--- src/rtl/r88_mem_sched.sv ---
// r88_mem_sched: arbitrates a read-only fetch port and a read/write data port
// onto a single memory controller.
// A fetch drives its address directly on regAddr; a data access first ships
// its address over the internal byte bus (low byte, then high byte), then
// performs the read or write.
// Optional feature macro: R88_MEM_SCHED_RR_EN selects round-robin arbitration
// between the two ports. When it is undefined, the data port always wins.
module r88_mem_sched (
    input  logic        sysClock,
    input  logic        sysReset_n,
    input  logic        fReq,
    input  logic [15:0] fAddr,
    output logic        fAck,
    output logic [7:0]  fData,
    input  logic        dReq,
    input  logic        dWe,
    input  logic [15:0] dAddr,
    input  logic [7:0]  dWdata,
    output logic        dAck,
    output logic [7:0]  dRdata,
    input  logic        memWait,
    output logic        readMem,
    output logic        writeMem,
    output logic        mc_use_regAddr,
    output logic        mc_write_low,
    output logic        mc_write_high,
    output logic [15:0] regAddr,
    output logic [7:0]  intD_out,
    output logic        intD_oe,
    input  logic [7:0]  intD_in,
    output logic        busy
);

    typedef enum logic [2:0] {
        IDLE    = 3'd0,
        ADDR_LO = 3'd1,
        ADDR_HI = 3'd2,
        ACCESS  = 3'd3,
        RESP    = 3'd4
    } state_t;

    state_t      state;
    state_t      nextState;
    logic        servingData;   // port of the transaction in flight: 1 = data
    logic        grantData;
    logic        grantAny;
    logic [15:0] addrLatch;
    logic        weLatch;
    logic [7:0]  wdataLatch;

    assign grantAny = fReq | dReq;

`ifdef R88_MEM_SCHED_RR_EN
    logic lastWasData;          // reset to 0 so data wins the first contention

    assign grantData = dReq & (~fReq | ~lastWasData);

    // Remember which port completed last; updated only in RESP
    always_ff @(posedge sysClock or negedge sysReset_n) begin
        if (!sysReset_n) begin
            lastWasData <= 1'b0;
        end else if (state == RESP) begin
            lastWasData <= servingData;
        end
    end
`else
    assign grantData = dReq;
`endif

    // State, granted port and the architecturally visible result registers
    always_ff @(posedge sysClock or negedge sysReset_n) begin
        if (!sysReset_n) begin
            state       <= IDLE;
            servingData <= 1'b0;
            regAddr     <= 16'h0000;
            fData       <= 8'h00;
            dRdata      <= 8'h00;
        end else begin
            state <= nextState;
            if (state == IDLE && grantAny) begin
                servingData <= grantData;
                if (!grantData) begin
                    regAddr <= fAddr;
                end
            end
            // Read data is captured on the edge that leaves ACCESS
            if (state == ACCESS && !memWait && !weLatch) begin
                if (servingData) begin
                    dRdata <= intD_in;
                end else begin
                    fData <= intD_in;
                end
            end
        end
    end

    // Request fields frozen at grant; later changes on the ports are ignored
    always_ff @(posedge sysClock) begin
        if (state == IDLE && grantAny) begin
            addrLatch  <= grantData ? dAddr : fAddr;
            weLatch    <= grantData & dWe;
            wdataLatch <= dWdata;
        end
    end

    // Next-state decode and per-state controller strobes
    always_comb begin
        nextState      = IDLE;
        readMem        = 1'b0;
        writeMem       = 1'b0;
        mc_use_regAddr = 1'b0;
        mc_write_low   = 1'b0;
        mc_write_high  = 1'b0;
        intD_out       = 8'h00;
        intD_oe        = 1'b0;
        fAck           = 1'b0;
        dAck           = 1'b0;
        case (state)
            IDLE: begin
                if (grantAny) begin
                    nextState = grantData ? ADDR_LO : ACCESS;
                end
            end
            ADDR_LO: begin
                nextState    = ADDR_HI;
                intD_out     = addrLatch[7:0];
                intD_oe      = 1'b1;
                mc_write_low = 1'b1;
            end
            ADDR_HI: begin
                nextState     = ACCESS;
                intD_out      = addrLatch[15:8];
                intD_oe       = 1'b1;
                mc_write_high = 1'b1;
            end
            ACCESS: begin
                nextState = memWait ? ACCESS : RESP;
                if (!servingData) begin
                    mc_use_regAddr = 1'b1;
                    readMem        = 1'b1;
                end else if (weLatch) begin
                    writeMem = 1'b1;
                    intD_out = wdataLatch;
                    intD_oe  = 1'b1;
                end else begin
                    readMem = 1'b1;
                end
            end
            RESP: begin
                nextState = IDLE;
                fAck      = ~servingData;
                dAck      = servingData;
            end
            default: nextState = IDLE;
        endcase
    end

    assign busy = (state != IDLE);

endmodule
--- config.mk ---
export PLATFORM = sky130hd
export DESIGN_NAME = r88_mem_sched
export DESIGN_NICKNAME = d
export VERILOG_FILES = /design/src/rtl/r88_mem_sched.sv
export SDC_FILE = /design/constraint.sdc
export NUM_CORES = 1
export LEC_CHECK = 0
export ABC_AREA = 1
export BUFFER_PORTS_ARGS = -buffer_cell sky130_fd_sc_hd__buf_4
export CAP_MARGIN = 20
export CORE_MARGIN = 2
export CORE_UTILIZATION = 49
export CTS_CLUSTER_SIZE = 24
export DETAILED_ROUTE_END_ITERATION = 12
export GPL_TIMING_DRIVEN = 0
export PLACE_DENSITY = 0.8
export SYNTH_ARGS = -nofsm -noshare
export SYNTH_HDL_FRONTEND = slang
export SYNTH_SLANG_ARGS = --single-unit
--- constraint.sdc ---
create_clock -name sysClock -period 3.19 [get_ports sysClock]
set_clock_uncertainty 0.15 [all_clocks]
set_input_delay 0.319 -clock sysClock [delete_from_list [all_inputs] [get_ports sysClock]]
set_output_delay 0.319 -clock sysClock [all_outputs]
set_load 0.02 [all_outputs]
# Yosys cells after proc, flatten, opt, wreduce, memory -nomap -nowiden
# Cells that the tools add are included.
totals:
  register_bits: 61
  output_inout_bits: 49
  input_bits: 54
  wordCells: 48
op_classes:
  n_reduce_logical: 11
  n_mux: 21
  bitwise_logic: 4
  n_eq_ne: 4
ops:
  columns: ["cell", "count"]
  rows:
  - ["$pmux 8 s3", 1]
  - ["$mux 16", 1]
  - ["$mux 8", 2]
  - ["$mux 1", 12]
  - ["$pmux 3 s4", 1]
  - ["$eq 3x2->1 const B", 2]
  - ["$reduce_and 2->1", 3]
  - ["$mux 2", 2]
  - ["$eq 3x1->1 const B", 1]
  - ["$eq 3x3->1 const B", 1]
  - ["$logic_and 1x1->1", 3]
  - ["$logic_not 3->1", 1]
  - ["$mux 3", 1]
  - ["$reduce_bool 3->1", 1]
  - ["$logic_not 1->1", 2]
  - ["$not 1->1", 2]
  - ["$pmux 1 s2", 1]
  - ["$reduce_or 2->1", 1]
  - ["$and 1x1->1", 1]
  - ["$or 1x1->1", 1]

# Longest topological paths before layout
logic_depth:
  ltp_word: 4
  mapped_depth: 7
  ltp_nobuf: 6

# Worst setup path after synthesis
# OpenSTA, ideal clock, no wires.
synth_timing:
  path_kind: "input port to flip-flop"
  startpoint: "in dReq"
  endpoint: "reg addrLatch[0], enable pin"
  path_stages: 4
  arrival_ps: 2165
  n_path_buf: 2
  setup_time_ps: 415
  required_time_ps: 2625
  path_slack_ps: 459
  path_cell_list: "buf_2 > clkinv_1 > buf_2 > a21oi_1"
synth_between:
  elab_chain_len: 2
synth_rtl:
  columns: ["item", "line", "source"]
  rows:
  - ["start, declared", "15", "input logic dReq,"]
  - ["$or 1x1->1", "51", "assign grantAny = fReq | dReq;"]
  - ["$logic_and 1x1->1", "99", "if (state == IDLE && grantAny) begin"]
  - ["end signal, assigned", "100", "addrLatch <= grantData ? dAddr : fAddr;"]
  - ["end, declared", "47", "logic [15:0] addrLatch;"]
# Every way passes these cells.
# A chain may end at the register's enable or synchronous reset.

# Worst setup path after layout
layout_timing:
  startpoint: "reg state[1]"
  endpoint: "out intD_oe"
layout_between:
  elab_chain_len: 3
  elab_cells_between_ends: 5
  cone_classes: "3 x eq/ne; 1 x mux; 1 x reduce/logical"
layout_rtl:
  columns: ["item", "line", "source"]
  rows:
  - ["start, declared", "42", "state_t state;"]
  - ["start signal, assigned", "79", "state <= nextState;"]
  - ["$eq 3x2->1 / $eq 3x1->1 (equally long branches)", "118", "case (state)"]
  - ["$reduce_or 2->1 (no line)", null, null]
  - ["$pmux 1 s2 *", "118", null]
  - ["end, declared", "29", "output logic intD_oe,"]
# Every way passes the cells marked *; elsewhere a longest branch is shown, timed or not.

==> flow_metrics.env <==
export IMPL_status="completed"
export IMPL_cts_htree_levels=3
export IMPL_regArea_sq_um=1650
export IMPL_syn_area_per_cell_sq_um=9.37
export IMPL_final_cell_mix="133 x nand2_1, 103 x buf_4, 36 x dfrtp_1"
export IMPL_vias_per_cell=5.03
export IMPL_synth_nets=341
export IMPL_path_class="reg -> out"
export IMPL_ys_types=24
export IMPL_cts_sinks=61
export IMPL_crit_fanout=10
export IMPL_cts_tree="yes"
export IMPL_wl_per_cell_microns=14.3
export IMPL_fp_row_count=26
export IMPL_cp_data_arrival_time_ns=1.82
export IMPL_grt_use_total_pct=24.3
export IMPL_crit_path_start="state[1]"
export IMPL_fp_dieH_microns=78.1
export IMPL_crit_path_end_kind="output port"
export IMPL_rsz0062_at_grt="no"
export IMPL_nNetsFinal=460
export IMPL_antenna_found_initial=0
export IMPL_antenna_cells=0
export IMPL_finalWirelength_mm=6.86
export IMPL_die_w_microns=78.1
export IMPL_vias=2420
export IMPL_grt_max_degree=37
export IMPL_r2r_start="state[0]"
export IMPL_ant_nets=0
export IMPL_fin_crit_ns=2.29
export IMPL_gr_total_overflow=0
export IMPL_setup_viol=0
export IMPL_drv_cap=0
export IMPL_initial_utilization_pct=51.7
export IMPL_cts_max_path_buffers=2
export IMPL_post_place_ws_ns=0.934
export IMPL_gp_congestion=0.929
export IMPL_firstDrtPassIters=4
export IMPL_drc=0
export IMPL_num_io_pins=103
export IMPL_grt_pass1_vias=2401
export IMPL_slew_violations=0
export IMPL_holdCritPathClass="in -> reg"
export IMPL_hold_violations=0
export IMPL_period_share_pct=71.6
export IMPL_synth_seq_area_share_pct=61.4
export IMPL_utilization_pct=73.6
export IMPL_path_clk_slew_ns=0.07
export IMPL_grt_pass1_wl_mm=11.5
export IMPL_die_area_sq_um=6100
export IMPL_layout_area_overhead_vs_synth_pct=42.3
export IMPL_portBuffers=101
export IMPL_ir_drop_mv=0.509
export IMPL_final_common_cell="nand2_1"
export IMPL_start_kind="flop"
export IMPL_r2r_cells=4
export IMPL_worstSetupEndpoint="intD_oe"
export IMPL_multi_input_area_sq_um=936
export IMPL_fin_ws_ns=0.904
export IMPL_fin_setup_tns_ns=0
export IMPL_finalPower_uw=3620
export IMPL_cts_hold_buf=6
export IMPL_clock_latency_ns=0.33
export IMPL_cp_required_ns=2.72
export IMPL_syn_instance_count=287
export IMPL_worst_pin_slew_ns=0.661
export IMPL_drt_iter0_markers=113
export IMPL_drive_above_1_share_pct=33.1
export IMPL_hpwl_mm=5.11
export IMPL_postCtsSetupRepairBufs=0
export IMPL_yosys_warnings=0
export IMPL_holdWs_ns=0.0151
export IMPL_powerDensity_nw_per_um2=946
export IMPL_p_leak_uw=0.00196
export IMPL_ff2ff_setup_slack_ns=1.27
export IMPL_syn_area_sq_um=2690
export IMPL_slew_headroom_pct=55.7
export IMPL_cts_buffers_inserted=9
export IMPL_fmax_mhz=438
export IMPL_fillCellCount=399
export IMPL_ys_ff_latch=61
export IMPL_cts_root_buf="clkbuf_8"
export IMPL_design_core_area_sq_um=5200
export IMPL_reg2reg_to="wdataLatch[5]"
export IMPL_cts_resized_gates=0
sequential cells by signal, indices dropped and copies added, names as in the netlist:
signal       flops
weLatch          1
wdataLatch       8
fData            8
state            3
regAddr         16
dRdata           8
addrLatch       16
servingData      1
cell usage after synthesis:
library cell | instances | share of area (%)
nand2_1 | 133 | 19
a21oi_1 | 1 | 0.19
nand2_4 | 2 | 0.84
nand3_2 | 2 | 0.74
nor2_8 | 2 | 1.5
nor2_1 | 4 | 0.56
buf_6 | 1 | 0.42
inv_1 | 8 | 1.1
clkinv_1 | 3 | 0.42
inv_2 | 1 | 0.14
edfxtp_1 | 25 | 28
nand3_1 | 35 | 6.5
nor3_2 | 1 | 0.37
o21ai_0 | 1 | 0.19
o211ai_1 | 1 | 0.28
buf_4 | 2 | 0.56
buf_1 | 1 | 0.14
dfrtp_1 | 36 | 33
buf_2 | 4 | 0.74
nand2_2 | 1 | 0.23
nand3b_1 | 1 | 0.28
nor2_2 | 3 | 0.70
nand4_1 | 16 | 3.7
clkbuf_1 | 3 | 0.42
cell type report:
type,count,share of cell area [%]
Buffer,11,1.60
Clock buffer,9,3.24
Clock inverter,7,2.35
Inverter,12,1.18
Multi-Input combinational cell,203,24.4
Sequential cell,61,43.1
Tap cell,70,2.29
Timing Repair Buffer,108,21.8
cell families (layout without fill, tap and decap cells):
group	count (synthesis)	in the layout	synth area share, %
buffers and inverters	23	147	3.95
AND/OR/NAND/NOR	200	200	34.0
flip-flops	61	61	61.4
AO/OA/AOI/OAI	3	3	0.651
worst min-delay path by stage:
stage | from | endpoint | slack (ns) | depth (start not counted)
final | dWdata[5] | wdataLatch[5] | 0.02 | 1
after global routing | dWdata[5] | wdataLatch[5] | 0.003 | 1
after CTS | dWdata[5] | wdataLatch[5] | 0.002 | 1
after detailed placement | sysReset_n | regAddr[11] | 0.16 | 1
after global placement | sysReset_n | regAddr[12] | 0.14 | 1
after floorplan | sysReset_n | dRdata[0] | -0.13 | 0
metal layers:
layer | vias to the layer above | part of all wire, % | global-route usage [%] | wire [microns]
li1 | 1189 | - | - | -
met4 | 0 | 2.3 | 11.4 | 159
met1 | 1121 | 45 | 34.8 | 3070
met5 | - | 0 | 0 | 0
met2 | 94 | 48 | 37.1 | 3270
met3 | 16 | 5.2 | 3.56 | 358
through the flow:
stage | std cells | instance area, sq um
5_1_grt | 481 | 3830
3_5_place_dp | 459 | 3550
6_report | 481 | 3830
4_1_cts | 481 | 3830
3_3_place_gp | 458 | 3540
2_1_floorplan | 287 | 2690
critical path: stages (launching register included):
cell	delay (ns)
dfrtp_1	0.43
nor3_2	0.59
inv_1	0.18
nand3b_1	0.14
buf_4	0.15
where the power goes:
| part | internal (uW) | switching (uW) | total (uW) |
|---|---|---|---|
| clock | 434 | 302 | 736 |
| combinational | 618 | 986 | 1600 |
| sequential | 1130 | 154 | 1280 |
(Power assumes the default switching activity.)
